<file path="src/rtl/fetch_pkg.sv">
// Shared types and constants for the instruction-fetch sequencer.
package fetch_pkg;

    localparam int          INSTR_W          = 32;
    localparam logic [31:0] DEFAULT_RESET_PC = 32'h0000_0000;

    // IDLE: one cycle after reset before the first request.
    // FETCH: request outstanding.
    // HOLD: skid occupied while decode stalls.
    // DRAIN: wait out a request that a redirect made stale.
    typedef enum logic [1:0] {
        IDLE  = 2'd0,
        FETCH = 2'd1,
        HOLD  = 2'd2,
        DRAIN = 2'd3
    } fetch_state_t;

endpackage

</file>
<file path="src/rtl/fetch_skid.sv">
// One-entry skid buffer: catches an instruction returned while decode is stalled.
module fetch_skid
    import fetch_pkg::*;
#(
    parameter int ADDR_W = 32
) (
    input  logic               clk,
    input  logic               reset,
    input  logic               load,
    input  logic               unload,
    input  logic               clear,
    input  logic [INSTR_W-1:0] load_inst,
    input  logic [ADDR_W-1:0]  load_pc4,
    output logic               valid,
    output logic [INSTR_W-1:0] inst,
    output logic [ADDR_W-1:0]  pc4
);

    logic               valid_q, valid_d;
    logic [INSTR_W-1:0] inst_q,  inst_d;
    logic [ADDR_W-1:0]  pc4_q,   pc4_d;

    // Next entry contents: clear beats load beats unload.
    always_comb begin
        // NOTE: every _d starts at its held value so no path can leave it unassigned and infer a latch.
        valid_d = valid_q;
        inst_d  = inst_q;
        pc4_d   = pc4_q;
        if (clear) begin
            valid_d = 1'b0;
            inst_d  = '0;
            pc4_d   = '0;
        end else if (load) begin
            valid_d = 1'b1;
            inst_d  = load_inst;
            pc4_d   = load_pc4;
        end else if (unload) begin
            valid_d = 1'b0;
        end
    end

    // Entry registers.
    always_ff @(posedge clk or negedge reset) begin
        if (!reset) begin
            // NOTE: the data fields are reset too, so nothing downstream can ever observe X from an unused entry.
            valid_q <= 1'b0;
            inst_q  <= '0;
            pc4_q   <= '0;
        end else begin
            // NOTE: non-blocking assignment so all flops sample pre-edge values regardless of statement order.
            valid_q <= valid_d;
            inst_q  <= inst_d;
            pc4_q   <= pc4_d;
        end
    end

    assign valid = valid_q;
    assign inst  = inst_q;
    assign pc4   = pc4_q;

endmodule

</file>
<file path="src/rtl/fetch_sequencer.sv">
// Instruction-fetch control: PC, req/ack memory handshake, stall skid and branch flush.
module fetch_sequencer
    import fetch_pkg::*;
#(
    parameter int                ADDR_W   = 32,
    parameter logic [ADDR_W-1:0] RESET_PC = ADDR_W'(DEFAULT_RESET_PC)
) (
    input  logic               clk,
    input  logic               reset,
    input  logic               stall,
    input  logic               br_taken,
    input  logic [ADDR_W-1:0]  br_target,
    output logic               imem_req,
    output logic [ADDR_W-1:0]  imem_addr,
    input  logic               imem_ack,
    input  logic [INSTR_W-1:0] imem_rdata,
    output logic               if_valid,
    output logic [INSTR_W-1:0] if_inst,
    output logic [ADDR_W-1:0]  if_pc4
);

    localparam logic [ADDR_W-1:0] PC_STEP = ADDR_W'(4);

    fetch_state_t       state_q,    state_d;
    logic [ADDR_W-1:0]  pc_q,       pc_d;
    logic [ADDR_W-1:0]  req_addr_q, req_addr_d;
    logic               if_valid_q, if_valid_d;
    logic [INSTR_W-1:0] if_inst_q,  if_inst_d;
    logic [ADDR_W-1:0]  if_pc4_q,   if_pc4_d;

    logic               sk_load, sk_unload, sk_clear, sk_valid;
    logic [INSTR_W-1:0] sk_inst;
    logic [ADDR_W-1:0]  sk_pc4;
    logic [ADDR_W-1:0]  seq_pc4;

    // Wraps modulo 2^ADDR_W; no alignment is enforced.
    assign seq_pc4 = req_addr_q + PC_STEP;

    fetch_skid #(.ADDR_W(ADDR_W)) u_skid (
        .clk       (clk),
        .reset     (reset),
        .load      (sk_load),
        .unload    (sk_unload),
        .clear     (sk_clear),
        .load_inst (imem_rdata),
        .load_pc4  (seq_pc4),
        .valid     (sk_valid),
        .inst      (sk_inst),
        .pc4       (sk_pc4)
    );

    // Next-state and datapath decisions; redirect beats ack, ack beats stall.
    always_comb begin
        state_d    = state_q;
        pc_d       = pc_q;
        req_addr_d = req_addr_q;
        if_valid_d = if_valid_q;
        if_inst_d  = if_inst_q;
        if_pc4_d   = if_pc4_q;
        sk_load    = 1'b0;
        sk_unload  = 1'b0;
        sk_clear   = 1'b0;

        case (state_q)
            IDLE: begin
                req_addr_d = pc_q;
                state_d    = FETCH;
            end

            FETCH: begin
                if (br_taken) begin
                    if_valid_d = 1'b0;
                    pc_d       = br_target;
                    if (imem_ack) begin
                        req_addr_d = br_target;
                    end else begin
                        state_d = DRAIN;
                    end
                end else if (imem_ack) begin
                    pc_d = seq_pc4;
                    if (!stall) begin
                        if_inst_d  = imem_rdata;
                        if_pc4_d   = seq_pc4;
                        if_valid_d = 1'b1;
                        req_addr_d = seq_pc4;
                    end else begin
                        sk_load = 1'b1;
                        state_d = HOLD;
                    end
                end else if (!stall) begin
                    if_valid_d = 1'b0;
                end
            end

            HOLD: begin
                if (br_taken) begin
                    sk_clear   = 1'b1;
                    if_valid_d = 1'b0;
                    pc_d       = br_target;
                    req_addr_d = br_target;
                    state_d    = FETCH;
                end else if (!stall) begin
                    sk_unload  = 1'b1;
                    if_inst_d  = sk_inst;
                    if_pc4_d   = sk_pc4;
                    if_valid_d = sk_valid;
                    req_addr_d = pc_q;
                    state_d    = FETCH;
                end
            end

            DRAIN: begin
                if_valid_d = 1'b0;
                if (br_taken) begin
                    pc_d = br_target;
                end
                // The stale handshake completes here; the latest redirect supplies the new address.
                if (imem_ack) begin
                    req_addr_d = br_taken ? br_target : pc_q;
                    state_d    = FETCH;
                end
            end

            default: state_d = IDLE;
        endcase
    end

    // State, PC and IF/ID output registers.
    always_ff @(posedge clk or negedge reset) begin
        if (!reset) begin
            state_q    <= IDLE;
            pc_q       <= RESET_PC;
            req_addr_q <= RESET_PC;
            if_valid_q <= 1'b0;
            if_inst_q  <= '0;
            if_pc4_q   <= '0;
        end else begin
            state_q    <= state_d;
            pc_q       <= pc_d;
            req_addr_q <= req_addr_d;
            if_valid_q <= if_valid_d;
            if_inst_q  <= if_inst_d;
            if_pc4_q   <= if_pc4_d;
        end
    end

    // Request follows state directly, so it drops the instant reset asserts.
    assign imem_req  = (state_q == FETCH) || (state_q == DRAIN);
    assign imem_addr = req_addr_q;
    assign if_valid  = if_valid_q;
    assign if_inst   = if_inst_q;
    assign if_pc4    = if_pc4_q;

endmodule

</file>
<file path="config.mk">
export PLATFORM = sky130hd
export DESIGN_NAME = fetch_sequencer
export DESIGN_NICKNAME = d
export VERILOG_FILES = /design/src/rtl/fetch_pkg.sv /design/src/rtl/fetch_skid.sv /design/src/rtl/fetch_sequencer.sv
export SDC_FILE = /design/constraint.sdc
export NUM_CORES = 1
export LEC_CHECK = 0
export ABC_CLOCK_PERIOD_IN_PS = 3050
export CORE_UTILIZATION = 54
export DETAILED_ROUTE_END_ITERATION = 16
export GPL_TIMING_DRIVEN = 0
export PLACE_DENSITY = 0.84
export SYNTH_ARGS = -nofsm -noshare
export SYNTH_HDL_FRONTEND = slang
export SYNTH_HIERARCHICAL = 1
export SYNTH_SLANG_ARGS = --single-unit
</file>
<file path="constraint.sdc">
create_clock -name clk -period 3.05 [get_ports clk]
set_clock_uncertainty 0.1 [all_clocks]
set_input_delay 0.61 -clock clk [delete_from_list [all_inputs] [get_ports clk]]
set_output_delay 0.61 -clock clk [all_outputs]
set_load 0.02 [all_outputs]
</file>
## After elaboration in Yosys (flattened, before gate mapping)

Cells that the tools add are included.

- Memories: 0
- Bits in read-only memories: 0
- Input bits: 69
- Bits in writable memories: 0
- Flip-flop bits (word level): 196
- Bits in latches: 0

- Reduce and logical (&&, ||, !) cells: 13
- Add/subtract/negate cells: 1
- Bitwise logic cells: 0
- Eq/ne operators: 14
- Shifts and indexed selects: 0
- Mux-type cells: 53
- Multipliers: 0
- Order comparisons: 0
- Divide/modulo/power cells: 0

Operators with widths:

| kind | number |
|---|---|
| 2-to-1 mux 32 bit | 22 |
| case mux 32 bit (2 select lines) | 3 |
| case mux 32 bit (4 select lines) | 1 |
| adder 32 x 3 -> 32 bit (second input constant) | 1 |
| 2-to-1 mux 1 bit | 18 |
| != test 3 bit (second input constant) | 5 |
| 2-to-1 mux 2 bit | 7 |
| != test 2 bit (second input constant) | 6 |
| case mux 2 bit (4 select lines) | 1 |
| AND reduction 6 bit | 1 |
| nonzero test 2 bit | 3 |
| nonzero test 3 bit | 2 |
| AND reduction 5 bit | 1 |
| equality test 2 bit (second input constant) | 2 |
| AND reduction 4 bit | 1 |
| case mux 1 bit (3 select lines) | 1 |
| AND reduction 3 bit | 1 |
| equality test 2 x 1 -> 1 bit (second input constant) | 1 |
| logical NOT 2 bit | 1 |
| AND reduction 2 bit | 1 |
| OR reduction 2 bit | 1 |
| logical OR 1 bit | 1 |

## Longest topological paths before layout

- Depth after elaboration: 6
- Gate-level depth with buffers: 9

## By module

Netlist, hierarchy kept.

Modules (own cells, without submodules):

| module | area an instance (um^2) | instances | cells an instance |
|---|---|---|---|
| fetch_sequencer | 7175.6 | 1 | 849 |
| fetch_skid | 2670.1 | 1 | 210 |

## Least setup slack after synthesis

No wires, ideal clock.

- Kind: reg-to-reg
- Start: register req_addr_q[2], in the netlist imem_addr[2]
- End: register req_addr_q[26], in the netlist imem_addr[26]
- Library setup time: 0.127 ns
- Buffers on the path: 0
- Stages on the path, launching flop included: 8
- Required time: 2.823 ns
- Arrival: 2.172 ns
- Period minus slack after synthesis: 2.400 ns
- Setup slack: 0.650 ns
- Path through: dfrtp_1 > ha_1 > nand4_2 > nor4_4 > nand4_1 > xnor2_2 > a222oi_1 > o21ai_1

- Longest elaborated chain between the ends: 5

RTL lines:

| element | line | RTL |
|---|---|---|
| start: declaration | fetch_sequencer.sv:26 | `logic [ADDR_W-1:0] req_addr_q, req_addr_d;` |
| start signal: assignment | fetch_sequencer.sv:140 | `req_addr_q <= req_addr_d;` |
| adder 32 x 3 -> 32 bit | fetch_sequencer.sv:37 | `assign seq_pc4 = req_addr_q + PC_STEP;` |
| net seq_pc4[26] | fetch_sequencer.sv:34 | `logic [ADDR_W-1:0] seq_pc4;` |
| 2-to-1 mux 32 bit | fetch_sequencer.sv:81 | `if (!stall) begin` |
| 2-to-1 mux 32 bit | fetch_sequencer.sv:79 | `end else if (imem_ack) begin` |
| 2-to-1 mux 32 bit | fetch_sequencer.sv:71 | `if (br_taken) begin` |
| case mux 32 bit (4 select lines) | fetch_sequencer.sv:64 | `case (state_q)` |

The timed path passes the listed nets, and every way through them passes these cells. The select of a mux whose other input is x is not followed.
A chain may end at the register's enable or synchronous reset.

## Worst setup path after layout

- Start: input port stall
- End: register req_addr_q[11], in the netlist imem_addr[11]

- Longest elaborated chain between the ends: 2

RTL lines:

| element | line | RTL |
|---|---|---|
| start: declaration | fetch_sequencer.sv:10 | `input logic stall,` |
| != test 3 bit (no line) | n/a |  |
| AND reduction 4 bit (no line) * | n/a |  |

Mark *: on every way between the ends. The rest lies on a longest branch, timed or not.

==> out/summary.txt <==
SYNTHESIS
-------------------------------------------------------------------------------------
Yosys top cell by area                                                   sky130_fd_sc_hd__dfrtp_1
Most common cell in the netlist                                          sky130_fd_sc_hd__dfrtp_1
Area share of the leading cell type in the synthesized netlist                  0.498
Share of flip-flops with an asynchronous set or reset after synthesis            1.00
Sequential element share of the synthesized area                                0.498
Number of synthesis warnings                                                        6
EDFF count, synth                                                                   0
Dominant synthesized flop cell                                           sky130_fd_sc_hd__dfrtp_1
Number of instances in the synthesized netlist                                   1059
Post-synth cell types                                                              59
Synth Register Bits                                                               196
Area contributors post-synth                                             sky130_fd_sc_hd__dfrtp_1, sky130_fd_sc_hd__mux2i_1, sky130_fd_sc_hd__nor2_1
Summed instance area of the synthesized netlist                             9850 um^2
Mean Syn Cell Area                                                          9.30 um^2
Mapped Nets                                                                      1129
Synth cell count leaders                                                 sky130_fd_sc_hd__dfrtp_1, sky130_fd_sc_hd__nor2_1, sky130_fd_sc_hd__nand2_1, sky130_fd_sc_hd__o21ai_0, sky130_fd_sc_hd__mux2i_1

STA
-------------------------------------------------------------------------------------
Number of endpoints failing setup at the final stage                                0
Fmax                                                                        0.345 GHz
Final Slew Violations                                                               0
Hold WS                                                                        137 ps
Crit share post-route                                                           0.951
Final Critical Period                                                         2900 ps
Slew headroom                                                                   0.213
Setup repair after global routing missed its margin                                no
Min setup slack post-route                                                     149 ps
Total negative slack                                                             0 ps
Final Hold Violating Endpoints                                                      0
Least-Margin Pin Slew                                                         1150 ps

POWER
-------------------------------------------------------------------------------------
Power consumption                                                             9.10 mW
Leakage power summed over all cells                                           5.22 nW
Logic gate share of total power                                                 0.324
Pwr per Cell Area                                                         733 nW/um^2
Worst-case vdd ir drop                                                     0.000455 V
Switch share                                                                    0.370
Clock share of power                                                            0.246
Internal portion of total power                                               5.74 mW
Psw                                                                           3.36 mW
Fraction of power consumed by sequential logic                                  0.430

GRT
-------------------------------------------------------------------------------------
Pin count of the biggest net entering global routing                              126
Wire length of the first global-routing pass                                 49300 um
Final global-route overflow total                                                   0
Via count of the first global-routing pass                                       8988
Number of antenna violations at the first check in global routing                   0
GRT Total Usage                                                                 0.349

ROUTE
-------------------------------------------------------------------------------------
Uppermost metal layer occupied by signal nets                                    met4
Final routed wirelength across all metal layers                              31500 um
Detailed-routed wire length on met3                                           3200 um
Count of unresolved DRC violations after routing                                    0
Starting DRT DRC Count                                                            983
Total met2 wirelength after detailed routing                                 14600 um
Routed length on met1                                                        12700 um
Antenna violation net count after detailed routing                                  0
Detail-routed net length per standard cell                                    21.2 um
1st-pass router iterations                                                          5
Detailed-route via count                                                         9141
Via-per-instance ratio                                                           6.15

PLACEMENT
-------------------------------------------------------------------------------------
HPWL reported at the end of detailed placement                               22600 um
Count of buffers from port buffering                                              165
Cell area reported after detailed placement                                11800 um^2
Minimum setup slack after placement                                           -225 ps
Placed Instances                                                                 1455
Final Wtd Congestion                                                             1.00

CELLS AND AREA
-------------------------------------------------------------------------------------
Count of nets after finishing                                                    1315
Post-Route Utilization                                                          0.694
Layout overhead on the synthesized area                                         26.2%
FF+latch area                                                               4900 um^2
Finished Cell Area                                                         12400 um^2
Non-filler cells, final                                                          1487
Total of fill cells in the finished design                                       1389
Antenna diode instance count                                                        0
Multi-input gate area in the final layout                                   4450 um^2
Proportion of layout cells with a drive suffix above 1                         0.0620

FLOORPLAN
-------------------------------------------------------------------------------------
Total number of placement rows                                                     49
Starting Density                                                                0.550
Number of top-level pins                                                          167
Die outline area                                                           18800 um^2
Die span in x                                                                  137 um
Die Ht                                                                         137 um
Core ar.                                                                   17900 um^2

SETUP PATH
-------------------------------------------------------------------------------------
Critical Path Max Stage Delay                                                  770 ps
Kind of end point of the critical path                                       register
Count of buffer and inverter cells on the critical path                             3
Crit path DAT                                                                 3080 ps
Family with the most delay on the worst path                             buffers and inverters
Worst Setup Path Type                                                    input port to register
Slowest cell on crit path                                                sky130_fd_sc_hd__o21ai_1
Maximum net fanout on the critical path                                            10
Series of cell instances along the critical path                         clkdlybuf4s50_1, nand2b_1, clkbuf_2, o21ai_1, clkbuf_1, nor2_1, a21oi_1, a31oi_1
Required time of the critical path                                            3230 ps
Critical Path Start Type                                                   input port
R2R depth                                                                           7
Critical path depth in cells                                                        8

CLOCKING
-------------------------------------------------------------------------------------
Count of cells resized by post-cts repair                                           0
Clock-pin slew of the registers on the worst-case setup and hold paths          80 ps
# clock sinks                                                                     196
CTS tree                                                                          yes
Setup Buffers After CTS                                                             0
Hold-fix buffer count after cts                                                     0
Worst-skew pair later-pin latency                                              440 ps
Depth of the CTS H-tree                                                             4
TritonCTS Buffers                                                                  17
Maximum buffer depth of the clock tree                                              2
Clock root buffer master                                                 sky130_fd_sc_hd__clkbuf_16

RUN
-------------------------------------------------------------------------------------
Number of maximum-capacitance violations                                            0

OUTCOME
-------------------------------------------------------------------------------------
Run status                                                               finished clean

MIN PATH
-------------------------------------------------------------------------------------
Worst hold-check path type                                               input port to asynchronous set/reset pin

[per-layer routing]
metal | global-route usage | vias to the layer above
li1 | - | 4122
met1 | 0.472 | 4355
met2 | 0.558 | 579
met3 | 0.0652 | 85
met4 | 0.131 | 0
met5 | 0 | -
[logic make-up after synthesis]
| kind of cell | share of synthesized area |
|---|---|
| muxes | 0.0825 |
| xor gates and xnor gates | 0.0287 |
| buffers and inverters | 0.0499 |
| adders and majority gates | 0.00127 |
| DFF | 0.498 |
| AOI/OAI and AO/OA | 0.176 |
| and+or+nand+nor | 0.163 |
[power by group through the flow]
stage	logic, mW	clock network, mW	registers, mW
detailed placement	2.92	0	3.94
floorplan	1.20	0	4.23
CTS	2.93	2.25	3.90
global placement	2.83	0	3.91
finish	2.95	2.24	3.92
global route	3.19	2.35	4.01
[path summary, 6_finish.rpt]
kind,start,to,slack (ps)
worst max register to register,imem_addr[2]$_DFFE_PN0P_,imem_addr[26]$_DFFE_PN0P_,170
worst max-delay path,stall,imem_addr[11]$_DFFE_PN0P_,150
worst min register to register,if_pc4[24]$_DFFE_PN0P_,if_pc4[24]$_DFFE_PN0P_,380
min in group clk,if_pc4[24]$_DFFE_PN0P_,if_pc4[24]$_DFFE_PN0P_,380
max in group asynchronous,reset,if_pc4[21]$_DFFE_PN0P_,1920
worst min-delay path,reset,if_inst[2]$_DFFE_PN0P_,140
[cell type report]
class	instances	area share
well taps	229	0.0231
multi-input cells	765	0.358
clock buffers	17	0.0342
clock inverters	15	0.0123
flip-flops and latches	196	0.395
repair buffers	167	0.138
inverters	16	0.00483
plain buffers	82	0.0348
[registers in the layout, indices dropped and copies added, names as in the netlist]
register	count
if_valid	1
u_skid/inst	32
imem_addr	32
if_inst	32
if_pc4	32
u_skid/valid	1
u_skid/pc4	32
state_q	2
pc_q	32
[placed cells by master, fill, tap and decap left out, types with 28 or more instances in the layout]
cell                              count
sky130_fd_sc_hd__dfrtp_1            196
sky130_fd_sc_hd__clkdlybuf4s50_1    164
sky130_fd_sc_hd__nor2_1             160
sky130_fd_sc_hd__nand2_1            147
sky130_fd_sc_hd__o21ai_0             82
sky130_fd_sc_hd__mux2i_1             80
sky130_fd_sc_hd__clkbuf_1            50
sky130_fd_sc_hd__a31oi_1             45
sky130_fd_sc_hd__a21oi_1             40
sky130_fd_sc_hd__o22ai_1             28
(Power assumes the default switching activity.)
